===== src/rtl/alu_op_pkg.sv =====
// ALU operation encoding shared by the control unit and the datapath ALU.
package alu_op_pkg;

    typedef enum logic [3:0] {
        AluAdd  = 4'd0,
        AluSub  = 4'd1,
        AluSll  = 4'd2,
        AluSlt  = 4'd3,
        AluSltu = 4'd4,
        AluXor  = 4'd5,
        AluSrl  = 4'd6,
        AluSra  = 4'd7,
        AluOr   = 4'd8,
        AluAnd  = 4'd9
    } alu_op_t;

endpackage


===== src/rtl/multicycle_control_unit.sv =====
// Multi-cycle RV32I control FSM: FETCH/DECODE/EXEC/MEM/WB over one shared memory port,
// with illegal-opcode and memory-timeout traps and a retired-instruction counter.
module multicycle_control_unit
    import alu_op_pkg::*;
#(
    parameter int unsigned MEM_TIMEOUT = 16,
    parameter int unsigned INSTRET_W   = 32
) (
    input  logic                 clk,
    input  logic                 rst_n,
    input  logic [31:0]          instr,
    input  logic                 mem_ready,
    output logic                 mem_req,
    output logic                 IorD,
    output logic                 IRWrite,
    output logic                 PCWrite,
    output logic                 Branch,
    output logic                 MemRead,
    output logic                 MemWrite,
    output logic                 MemtoReg,
    output logic                 ALUSrc,
    output alu_op_t              ALUOp,
    output logic                 RegWrite,
    output logic                 illegal,
    output logic                 bus_err,
    output logic [2:0]           state,
    output logic [INSTRET_W-1:0] instret
);

    typedef enum logic [2:0] {
        StFetch  = 3'd0,
        StDecode = 3'd1,
        StExec   = 3'd2,
        StMem    = 3'd3,
        StWb     = 3'd4,
        StTrap   = 3'd5
    } state_e;

    typedef enum logic [2:0] {
        ClsLoad  = 3'd0,
        ClsStore = 3'd1,
        ClsBranch = 3'd2,
        ClsOp    = 3'd3,
        ClsOpImm = 3'd4
    } cls_e;

    localparam int unsigned WaitW = (MEM_TIMEOUT > 1) ? $clog2(MEM_TIMEOUT) : 1;
    localparam logic [WaitW-1:0] WaitLast = (MEM_TIMEOUT > 0) ? WaitW'(MEM_TIMEOUT - 1) : '0;

    state_e               state_q, state_d;
    cls_e                 cls_q, cls_d;
    alu_op_t              alu_op_q, alu_op_d;
    logic [WaitW-1:0]     wait_q, wait_d;
    logic                 illegal_q, illegal_d;
    logic                 bus_err_q, bus_err_d;
    logic [INSTRET_W-1:0] instret_q, instret_d;

    logic [6:0] opcode;
    logic [2:0] funct3;
    logic [6:0] funct7;
    logic       dec_ok;
    cls_e       dec_cls;
    alu_op_t    dec_alu;
    alu_op_t    f3_alu;
    logic       timeout;
    logic       unused_instr;

    assign opcode       = instr[6:0];
    assign funct3       = instr[14:12];
    assign funct7       = instr[31:25];
    assign unused_instr = ^{instr[24:15], instr[11:7]};
    // Last permitted wait cycle; a ready in this same cycle still completes normally.
    assign timeout      = (MEM_TIMEOUT != 0) && (wait_q == WaitLast) && !mem_ready;

    always_comb begin
        f3_alu = AluAdd;
        unique case (funct3)
            3'b000: f3_alu = AluAdd;
            3'b001: f3_alu = AluSll;
            3'b010: f3_alu = AluSlt;
            3'b011: f3_alu = AluSltu;
            3'b100: f3_alu = AluXor;
            3'b101: f3_alu = (funct7 == 7'h20) ? AluSra : AluSrl;
            3'b110: f3_alu = AluOr;
            3'b111: f3_alu = AluAnd;
            default: f3_alu = AluAdd;
        endcase
    end

    always_comb begin
        dec_ok  = 1'b1;
        dec_cls = ClsOp;
        dec_alu = AluAdd;
        case (opcode)
            7'b0000011: dec_cls = ClsLoad;
            7'b0100011: dec_cls = ClsStore;
            7'b1100011: begin
                dec_cls = ClsBranch;
                dec_alu = AluSub;
            end
            7'b0110011: begin
                dec_cls = ClsOp;
                dec_alu = (funct3 == 3'b000 && funct7 == 7'h20) ? AluSub : f3_alu;
                dec_ok  = (funct7 == 7'h00) ||
                          (funct7 == 7'h20 && (funct3 == 3'b000 || funct3 == 3'b101));
            end
            7'b0010011: begin
                dec_cls = ClsOpImm;
                dec_alu = f3_alu;
                if (funct3 == 3'b001) begin
                    dec_ok = (funct7 == 7'h00);
                end else if (funct3 == 3'b101) begin
                    dec_ok = (funct7 == 7'h00) || (funct7 == 7'h20);
                end
            end
            default: dec_ok = 1'b0;
        endcase
    end

    always_comb begin
        state_d   = state_q;
        cls_d     = cls_q;
        alu_op_d  = alu_op_q;
        wait_d    = '0;
        illegal_d = illegal_q;
        bus_err_d = bus_err_q;
        instret_d = instret_q;
        mem_req   = 1'b0;
        IorD      = 1'b0;
        IRWrite   = 1'b0;
        PCWrite   = 1'b0;
        Branch    = 1'b0;
        MemRead   = 1'b0;
        MemWrite  = 1'b0;
        MemtoReg  = 1'b0;
        ALUSrc    = 1'b0;
        ALUOp     = AluAdd;
        RegWrite  = 1'b0;

        case (state_q)
            StFetch: begin
                mem_req = 1'b1;
                MemRead = 1'b1;
                if (mem_ready) begin
                    IRWrite = 1'b1;
                    PCWrite = 1'b1;
                    state_d = StDecode;
                end else if (timeout) begin
                    bus_err_d = 1'b1;
                    state_d   = StTrap;
                end else begin
                    wait_d = wait_q + WaitW'(1);
                end
            end
            StDecode: begin
                if (dec_ok) begin
                    cls_d    = dec_cls;
                    alu_op_d = dec_alu;
                    state_d  = StExec;
                end else begin
                    illegal_d = 1'b1;
                    state_d   = StTrap;
                end
            end
            StExec: begin
                ALUOp  = alu_op_q;
                ALUSrc = (cls_q == ClsLoad) || (cls_q == ClsStore) || (cls_q == ClsOpImm);
                case (cls_q)
                    ClsBranch: begin
                        Branch    = 1'b1;
                        instret_d = instret_q + INSTRET_W'(1);
                        state_d   = StFetch;
                    end
                    ClsLoad, ClsStore: state_d = StMem;
                    default:           state_d = StWb;
                endcase
            end
            StMem: begin
                mem_req  = 1'b1;
                IorD     = 1'b1;
                ALUSrc   = 1'b1;
                MemRead  = (cls_q == ClsLoad);
                MemWrite = (cls_q == ClsStore);
                if (mem_ready) begin
                    if (cls_q == ClsLoad) begin
                        state_d = StWb;
                    end else begin
                        instret_d = instret_q + INSTRET_W'(1);
                        state_d   = StFetch;
                    end
                end else if (timeout) begin
                    bus_err_d = 1'b1;
                    state_d   = StTrap;
                end else begin
                    wait_d = wait_q + WaitW'(1);
                end
            end
            StWb: begin
                RegWrite  = 1'b1;
                MemtoReg  = (cls_q == ClsLoad);
                instret_d = instret_q + INSTRET_W'(1);
                state_d   = StFetch;
            end
            StTrap:  state_d = StTrap;
            default: state_d = StTrap;
        endcase

        // Keep every strobe low while reset is asserted, even though the state reads FETCH.
        if (!rst_n) begin
            mem_req  = 1'b0;
            IorD     = 1'b0;
            IRWrite  = 1'b0;
            PCWrite  = 1'b0;
            Branch   = 1'b0;
            MemRead  = 1'b0;
            MemWrite = 1'b0;
            MemtoReg = 1'b0;
            ALUSrc   = 1'b0;
            ALUOp    = AluAdd;
            RegWrite = 1'b0;
        end
    end

    always_ff @(posedge clk or negedge rst_n) begin
        if (!rst_n) begin
            state_q   <= StFetch;
            cls_q     <= ClsLoad;
            alu_op_q  <= AluAdd;
            wait_q    <= '0;
            illegal_q <= 1'b0;
            bus_err_q <= 1'b0;
            instret_q <= '0;
        end else begin
            state_q   <= state_d;
            cls_q     <= cls_d;
            alu_op_q  <= alu_op_d;
            wait_q    <= wait_d;
            illegal_q <= illegal_d;
            bus_err_q <= bus_err_d;
            instret_q <= instret_d;
        end
    end

    assign illegal = illegal_q;
    assign bus_err = bus_err_q;
    assign state   = state_q;
    assign instret = instret_q;

endmodule

===== config.mk =====
export PLATFORM = sky130hd
export DESIGN_NAME = multicycle_control_unit
export DESIGN_NICKNAME = d
export VERILOG_FILES = /design/src/rtl/alu_op_pkg.sv /design/src/rtl/multicycle_control_unit.sv
export SDC_FILE = /design/constraint.sdc
export NUM_CORES = 1
export LEC_CHECK = 0
export ABC_AREA = 1
export BUFFER_PORTS_ARGS = -buffer_cell sky130_fd_sc_hd__clkbuf_2
export CAP_MARGIN = 20
export CORE_MARGIN = 5
export CORE_UTILIZATION = 40
export CTS_BUF_LIST = sky130_fd_sc_hd__clkbuf_4 sky130_fd_sc_hd__clkbuf_8
export CTS_CLUSTER_SIZE = 28
export DETAILED_ROUTE_END_ITERATION = 8
export PLACE_DENSITY = 0.73
export SYNTH_ARGS = -nofsm -noshare
export SYNTH_HDL_FRONTEND = slang
export SYNTH_SLANG_ARGS = --single-unit

===== constraint.sdc =====
create_clock -name clk -period 3.1 [get_ports clk]
set_clock_uncertainty 0.2 [all_clocks]
set_input_delay 0.31 -clock clk [delete_from_list [all_inputs] [get_ports clk]]
set_output_delay 0.31 -clock clk [all_outputs]
set_load 0.02 [all_outputs]

==> results_dict.tcl <==
set metrics [dict create \
    status "complete, no violations" \
    endpoint "IRWrite" \
    clkSinkCount 48 \
    drive_above_1_share 0.2216 \
    ios 86 \
    drtPass1Iterations 4 \
    synth_ff_type "dfrtp_1" \
    period_minus_slack_ns 2.261 \
    peakVddDrop_v 0.0001460 \
    fin_ws_ns 0.8392 \
    start_util 0.4124 \
    htreeDepth 2 \
    p_per_area_mw_per_mm2 280.6 \
    crit_top_cell "clkbuf_2" \
    clk_latency_ns 0.31 \
    p_int_mw 0.8045 \
    async_reset_ff_frac 1.000 \
    crit_cells 5 \
    r2r_slack_ns 1.10 \
    cts_tree "done" \
    path_clk_slew_ns 0.08 \
    finalSetupViolCount 0 \
    ys_seq_elements 48 \
    r2r_cells 9 \
    p_clk_frac 0.355 \
    final_cell_mix "nand2_1 (155), clkbuf_2 (70), nor2_1 (63)" \
    netlist_area_mm2 0.003203 \
    synth_enable_flop_cells 0 \
    criticalPathCategory "in -> out" \
    cts_buffer_depth 2 \
    via_per_inst 4.738 \
    die_x_um 99.49 \
    worstPathMaxFanout 8 \
    power_switching_mw 0.2424 \
    report.power.total_mw 1.047 \
    rsz0062_at_grt "false" \
    final_antenna_net_count 0 \
    layout.nets 565 \
    n_fill_cell 833 \
    path_delay_family "buffers and inverters" \
    synth_fp_nets 491 \
    p_leak_nw 1.864 \
    die_area_mm2 0.009897 \
    seq_power_share 0.597 \
    regToRegEndpoint "instret[12]" \
    dpl.cell_count 622 \
    yosysWarnings 0 \
    cts_buffers 5 \
    area_delta_synth_final_pct 16.48 \
    syn_area_per_cell_um2 7.055 \
    cp-startpoint "rst_n" \
    grt_pass1_wl_mm 13.32 \
    slew_viol_final 0 \
    ys_seq_area_frac 0.3750 \
    cts_hold_buffers 1 \
    worst_slew_pin_slew_ns 0.6134 \
    place_ws_ns 1.092 \
    drt-initial-drc-count 88 \
    hold_path.class "in -> reg" \
    synthCells 454 \
    numPortBuffers 70 \
    row_count 32 \
    start_kind "primary input" \
    pwr-share-comb 0.048 \
    cts_setup_buffers 0 \
    hold_viol 0 \
    ctsResizeCount 0 \
    cp_cell_sequence "dlygate4sd3_1 > clkbuf_2 > inv_1 > nor3_1 > clkbuf_2" \
    fin_tns_setup_ns 0 \
    crit_slowest_cell "dlygate4sd3_1" \
    antenna_found_initial 0 \
    via_count 2985 \
    fin_cells 630 \
    final_common_cell "nand2_1" \
    ys_types 33 \
    grt_overflow 0 \
    grt.total_usage 0.1650 \
    relSlewSlack 0.5888 \
    dp_hpwl_mm 6.208 \
    slowest_delay_ns 0.55 \
    r2r-start "cls_q[2]" \
    wirelength_mm 7.664 \
    worst-path-buf-inv 4 \
    grt_max_degree 44 \
    core_region_area_mm2 0.007767 \
    gp_congestion 0.9170 \
    antenna_cells 0 \
    wl_per_cell_um 12.17 \
    fmax_mhz 442.3 \
    root_buffer "clkbuf_8" \
    required_ns 2.59 \
    cap_violations 0 \
    cp-end-kind "output pin" \
    grt_pass1_vias 2959 \
    fin_crit_sh 0.7293 \
    die_h_um 99.49 \
    drc_errors 0 \
    arrival_ns 1.75 \
    switching_share 0.2316 \
]
## layer usage
metal / wire length (um) / track usage / vias to the layer above / part of all wire
met5: 0 / 0 / - / 0
met4: 192 / 0.05357 / 0 / 0.025
met3: 445 / 0.04348 / 17 / 0.058
met2: 3657 / 0.2758 / 83 / 0.48
met1: 3368 / 0.2075 / 1335 / 0.44
li1: - / - / 1550 / -
## cells by family after synthesis
logic type | Yosys count | synth area share
simple gates | 287 | 0.4016
buf+inv | 64 | 0.08515
flops | 48 | 0.3750
xor+xnor | 29 | 0.08164
compound gates | 24 | 0.04883
fa+ha+maj | 2 | 0.007811
## sequential cells by signal, indices dropped and copies added (netlist names)
signal,flops
instret,32
alu_op_q,4
wait_q,4
cls_q,3
state,3
bus_err,1
illegal,1
## synth_stat cells, types with 2 or more instances
cell	count	area share
nand2_1	155	0.18
nor2_1	63	0.074
inv_1	54	0.063
dfrtp_1	48	0.37
nand3_1	25	0.039
xor2_1	20	0.055
nor3_2	13	0.041
nor3_1	11	0.017
xnor2_1	8	0.022
a21oi_1	7	0.011
o21ai_2	7	0.019
nor2_2	5	0.0098
inv_2	4	0.0047
o21ai_0	4	0.0063
buf_6	3	0.011
nand2_2	3	0.0059
nand4_1	3	0.0059
buf_4	2	0.0047
ha_1	2	0.0078
nand2_4	2	0.0070
nand3b_1	2	0.0047
o31ai_1	2	0.0047
## how the worst min path moves through the flow
| stage | endpoint | slack, ns | depth (start not counted) | startpoint |
|---|---|---|---|---|
| after global placement | wait_q[3] | -0.03 | 1 | rst_n |
| after CTS | bus_err | 0.03 | 2 | mem_ready |
| after floorplan | alu_op_q[0] | -0.19 | 0 | rst_n |
| after global routing | bus_err | 0.05 | 2 | mem_ready |
| final | bus_err | 0.03 | 2 | mem_ready |
| after detailed placement | wait_q[0] | -0.02 | 1 | rst_n |
## through the flow
stage	cell area, um2	utilization	hold WS (ns)
2_1_floorplan	3203	-	-0.1856
3_5_place_dp	3640	0.4686	-0.02303
3_3_place_gp	3640	0.4686	-0.03350
6_report	3731	0.4803	0.02923
4_1_cts	3731	0.4803	0.03050
5_1_grt	3731	0.4803	0.04612
## power by group through the flow
stage,Sequential (mW),Clock (mW),Combinational [mW]
3_5_place_dp,0.638,0,0.0504
2_1_floorplan,0.638,0,0.0180
4_1_cts,0.625,0.380,0.0517
5_1_grt,0.626,0.414,0.0591
6_report,0.625,0.372,0.0499
3_3_place_gp,0.638,0,0.0478
## final cells by class
cell class,count,area (um2),area share
sequential,48,1201,0.3219
multi-input combinational,342,1729,0.4634
tap,102,127.6,0.03421
clock buffer,6,76.32,0.02046
timing repair buffer,72,367.9,0.09859
inverter,59,224.0,0.06003
clock inverter,1,5.005,0.001341
Note: power is estimated with default switching activity, not from simulation.
